`src/rtl/sign_convert_bcd.sv`:
```
// sign_convert_bcd: captures a two's-complement operand on a load edge,
// applies pass / negate / absolute value, flags overflow, and converts the
// result magnitude to BCD with a sequential double-dabble shifter.
module sign_convert_bcd #(
  parameter int W      = 8,
  parameter int DIGITS = 3
) (
  input  logic                  clkin,
  input  logic                  rst_n,
  input  logic [W-1:0]          din,
  input  logic                  load,
  input  logic [1:0]            mode,
  output logic [W-1:0]          result,
  output logic                  ovfl,
  output logic                  neg,
  output logic [4*DIGITS-1:0]   bcd,
  output logic                  busy,
  output logic                  done
);

  localparam int CW = $clog2(W + 1);
  localparam int BW = 4 * DIGITS;

  typedef enum logic {IDLE, CONV} state_t;

  state_t          state;
  logic            load_q;
  logic [CW-1:0]   count;
  logic [W-1:0]    mag;
  logic [BW-1:0]   scratch;

  logic            start;
  logic [W-1:0]    negated;
  logic [W-1:0]    op_result;
  logic [W-1:0]    op_mag;
  logic            op_ovfl;
  logic            is_min;
  logic [BW-1:0]   adjusted;
  logic [BW-1:0]   next_scratch;

  // A press is only the low-to-high transition of the button level.
  assign start = load & ~load_q;

  // Operation result, overflow and unsigned magnitude of the result.
  always_comb begin
    negated   = ~din + 1'b1;
    is_min    = (din == {1'b1, {(W-1){1'b0}}});
    op_result = din;
    op_ovfl   = 1'b0;
    case (mode)
      2'b01: begin
        op_result = negated;
        op_ovfl   = is_min;
      end
      2'b10: begin
        if (din[W-1]) op_result = negated;
        op_ovfl = is_min;
      end
      default: ;
    endcase
    op_mag = op_result[W-1] ? (~op_result + 1'b1) : op_result;
  end

  // One double-dabble step: add 3 to digits >= 5, then shift in the next bit.
  always_comb begin
    adjusted = scratch;
    for (int i = 0; i < DIGITS; i++) begin
      if (scratch[4*i +: 4] >= 4'd5) adjusted[4*i +: 4] = scratch[4*i +: 4] + 4'd3;
    end
    next_scratch = {adjusted[BW-2:0], mag[W-1]};
  end

  // Control FSM with capture, conversion datapath and registered outputs.
  always_ff @(posedge clkin or negedge rst_n) begin
    if (!rst_n) begin
      state   <= IDLE;
      load_q  <= 1'b1;
      count   <= '0;
      mag     <= '0;
      scratch <= '0;
      result  <= '0;
      ovfl    <= 1'b0;
      neg     <= 1'b0;
      bcd     <= '0;
      busy    <= 1'b0;
      done    <= 1'b0;
    end else begin
      load_q <= load;
      done   <= 1'b0;
      case (state)
        IDLE: begin
          if (start) begin
            result  <= op_result;
            ovfl    <= op_ovfl;
            neg     <= op_result[W-1];
            mag     <= op_mag;
            scratch <= '0;
            count   <= '0;
            busy    <= 1'b1;
            state   <= CONV;
          end
        end
        CONV: begin
          scratch <= next_scratch;
          mag     <= {mag[W-2:0], 1'b0};
          count   <= count + 1'b1;
          if (count == CW'(W - 1)) begin
            bcd   <= next_scratch;
            done  <= 1'b1;
            busy  <= 1'b0;
            state <= IDLE;
          end
        end
        default: state <= IDLE;
      endcase
    end
  end

endmodule

```
`config.mk`:
```
export PLATFORM = sky130hd
export DESIGN_NAME = sign_convert_bcd
export DESIGN_NICKNAME = d
export VERILOG_FILES = /design/src/rtl/sign_convert_bcd.sv
export SDC_FILE = /design/constraint.sdc
export NUM_CORES = 1
export LEC_CHECK = 0
export ABC_CLOCK_PERIOD_IN_PS = 1800
export CORE_MARGIN = 4
export CORE_UTILIZATION = 55
export CTS_CLUSTER_SIZE = 28
export DETAILED_ROUTE_END_ITERATION = 10
export PLACE_DENSITY = 0.79
export SYNTH_ARGS = -nofsm -noshare
export SYNTH_HDL_FRONTEND = slang
export SYNTH_SLANG_ARGS = --single-unit
```
`constraint.sdc`:
```
create_clock -name clkin -period 1.8 [get_ports clkin]
set_input_delay 0.27 -clock clkin [delete_from_list [all_inputs] [get_ports clkin]]
set_output_delay 0.27 -clock clkin [all_outputs]
set_load 0.01 [all_outputs]
```
==> results.sh <==
export IMPL_htree_levels=2
export IMPL_maxSlewHeadroom_pct=59.2
export IMPL_die_width_um=78.1
export IMPL_layout_setup_ws_ns=-0.389
export IMPL_p_leak_nw=1.80
export IMPL_hold_path_class="input pin to async pin"
export IMPL_slew_viol_final=0
export IMPL_synthXorXnorAreaFrac_pct=2.27
export IMPL_gp_congestion=0.827
export IMPL_via_count=2527
export IMPL_stdcell_area_um2=3850
export IMPL_path_max_fanout=5
export IMPL_root_buffer="clkbuf_8"
export IMPL_netlist_instances=298
export IMPL_io_buffers=36
export IMPL_core_um2=4720
export IMPL_hpwl_um=4380
export IMPL_violations="negative setup slack"
export IMPL_power_switching_w=0.00198
export IMPL_grt_setup_unrepaired="yes"
export IMPL_path_class="input pin to flip-flop"
export IMPL_synth_largest_area_cell="dfrtp_1"
export IMPL_place_area_um2=3450
export IMPL_overflow=0
export IMPL_synthToLayoutAreaGrowth_pct=42.8
export IMPL_ant_nets=0
export IMPL_yosys_area_share_simple_pct=20.8
export IMPL_dieArea_um2=6090
export IMPL_die_h_um=78.1
export IMPL_synth_nets=323
export IMPL_worstPathArrival_ns=2.38
export IMPL_utilization_pct=81.6
export IMPL_period_share_pct=122
export IMPL_clock_sinks=49
export IMPL_p_per_area_nw_per_um2=1360
export IMPL_synth_warning_count=0
export IMPL_fin_setup_tns_ns=-2.42
export IMPL_power_w=0.00524
export IMPL_peakVddDrop_uv=734
export IMPL_avgSynthCellArea_um2=9.06
export IMPL_drt_iter0_markers=151
export IMPL_pwr_share_comb_pct=49.0
export IMPL_cts_buffers=5
export IMPL_tightest_slew_ns=0.611
export IMPL_max_cap_violations=0
export IMPL_nets=412
export IMPL_synth_top_area_share_pct=44.5
export IMPL_initial_core_util_pct=57.1
export IMPL_synth_top_family_by_area="simple AND/OR/NAND/NOR gates"
export IMPL_synth_distinct_cells=47
export IMPL_ys_seq_area_share_pct=45.5
export IMPL_path_clk_slew_ns=0.09
export IMPL_first_pass_iters=4
export IMPL_start_kind="input pin"
export IMPL_placedCellCount=430
export IMPL_status="finished with violations"
export IMPL_endpoint_kind="flip-flop"
export IMPL_synth_area_mux_share_pct=4.17
export IMPL_synth_edf_count=0
export IMPL_antenna_found_initial=0
export IMPL_synth_compound_area_share_pct=17.3
export IMPL_grt_pass1_vias=2474
export IMPL_drt_total_wl_um=7350
export IMPL_postCtsHoldBufs=0
export IMPL_power_frac_seq_pct=35.6
export IMPL_setup_viol=8
export IMPL_drt_wirelength_per_cell_um=16.2
export IMPL_clkPwrFrac_pct=15.4
export IMPL_num_io_pins=37
export IMPL_std_cell_rows=25
export IMPL_async_flop_share_pct=100
export IMPL_grt_max_degree=50
export IMPL_ys_seq_elements=49
export IMPL_cts_tree="done"
export IMPL_syn_area_um2=2700
export IMPL_final_cell_mix="54 x nand2_1, 54 x buf_4, 48 x dfrtp_1, 28 x clkdlybuf4s50_1, 22 x o21ai_0"
export IMPL_required_ns=1.99
export IMPL_grt_first_pass_wirelength_um=11900
export IMPL_clock_latency_ns=0.31
export IMPL_grt_util_all_layers_pct=24.6
export IMPL_drive_above_1_share_pct=30.4
export IMPL_max_freq_mhz=457
export IMPL_synth_fa_ha_area_share_pct=5.56
export IMPL_swShare_pct=37.8
export IMPL_finalHoldViolations=0
export IMPL_synthFlopType="dfrtp_1"
export IMPL_ys_top_cells_by_area="dfrtp_1 45%, nand2_1 7.9%, ha_1 5.6%"
export IMPL_fin_skew_ns=0.00444
export IMPL_clockBufferDepth=2
export IMPL_detail_route_vias_per_cell=5.55
export IMPL_drc=0
export IMPL_p_int_w=0.00326
export IMPL_fin_cells=455
export IMPL_post_route_min_period_ns=2.19
export IMPL_diodes=0
[flip-flops by register name, summed over array words and instances, names as in the netlist]
signal	cells
result	8
scratch	12
mag	8
state	1
busy	1
bcd	12
load_q	1
done	1
count	4
ovfl	1
[final cells by class]
| class | instances | area (µm²) |
|---|---|---|
| tap | 67 | 83.8 |
| timing repair buffer | 97 | 843 |
| sequential | 49 | 1230 |
| multi-input combinational | 219 | 1530 |
| clock inverter | 3 | 43.8 |
| clock buffer | 5 | 68.8 |
| inverter | 15 | 61.3 |
| fill | 288 | 868 |
[worst max-delay path, cell delays in order]
cell and delay (ns):
buf_6 0.09, or4_4 0.57, nor4_4 0.16, ha_1 0.27
nand2b_4 0.15, a31oi_4 0.22, buf_4 0.16, buf_6 0.09
o21ai_0 0.09, xor2_1 0.20, o21ai_1 0.10
[cell families after synthesis]
kind of cell             after synthesis
AND/OR/NAND/NOR                      116
AO/OA/AOI/OAI                         73
flip-flops                            49
buffers and inverters                 30
adder cells (fa/ha/maj)               12
multiplexers                          11
XOR/XNOR                               7
[power by group through the flow]
stage	Sequential, W	Clock [W]	Combinational, W
after CTS	0.00186	0.000813	0.00249
after global routing	0.00193	0.000860	0.00285
after global placement	0.00185	0	0.00227
after detailed placement	0.00187	0	0.00235
after floorplan	0.00190	0	0.00135
final	0.00187	0.000806	0.00256
[metrics by stage]
stage	setup slack [ns]	hold slack [ns]
global route	-0.467	0.0961
CTS	-0.445	0.0721
floorplan	-0.457	-0.0256
global placement	-0.996	0.404
finish	-0.389	0.0499
detailed placement	-1.07	0.406
[Yosys cell counts, types with 8 or more instances]
master	n
nand2_1	57
o31ai_1	8
o21ai_0	28
ha_1	12
clkbuf_1	11
nor3b_1	8
mux2i_1	9
inv_1	15
nor2_1	14
nand2b_1	9
a21oi_1	15
dfrtp_1	48
[final timing paths]
check | from | endpoint | slack, ns | cells past startpoint
max | din[3] | mag[3] | -0.39 | 11
min | rst_n | done | 0.05 | 2
max reg2reg | scratch[0] | bcd[2] | 0.17 | 6
min reg2reg | bcd[3] | bcd[3] | 0.48 | 2
max in group asynchronous | rst_n | count[1] | 1.34 | 2
min in group clkin | load | load_q | 0.41 | 1
[what timing repair did]
item                       in CTS  in global routing
setup endpoints to repair      15                 13
pin swaps                      20                 11
resized for setup              65                 16
buffers inserted               15                  5
[layer usage]
| layer | GRT usage, % | wire length [µm] |
|---|---|---|
| met1 | 31.0 | 3040 |
| met2 | 43.0 | 3740 |
| met3 | 4.13 | 300 |
| met4 | 8.22 | 275 |
| met5 | 0 | 0 |
Power figures use the tool's default switching activity.
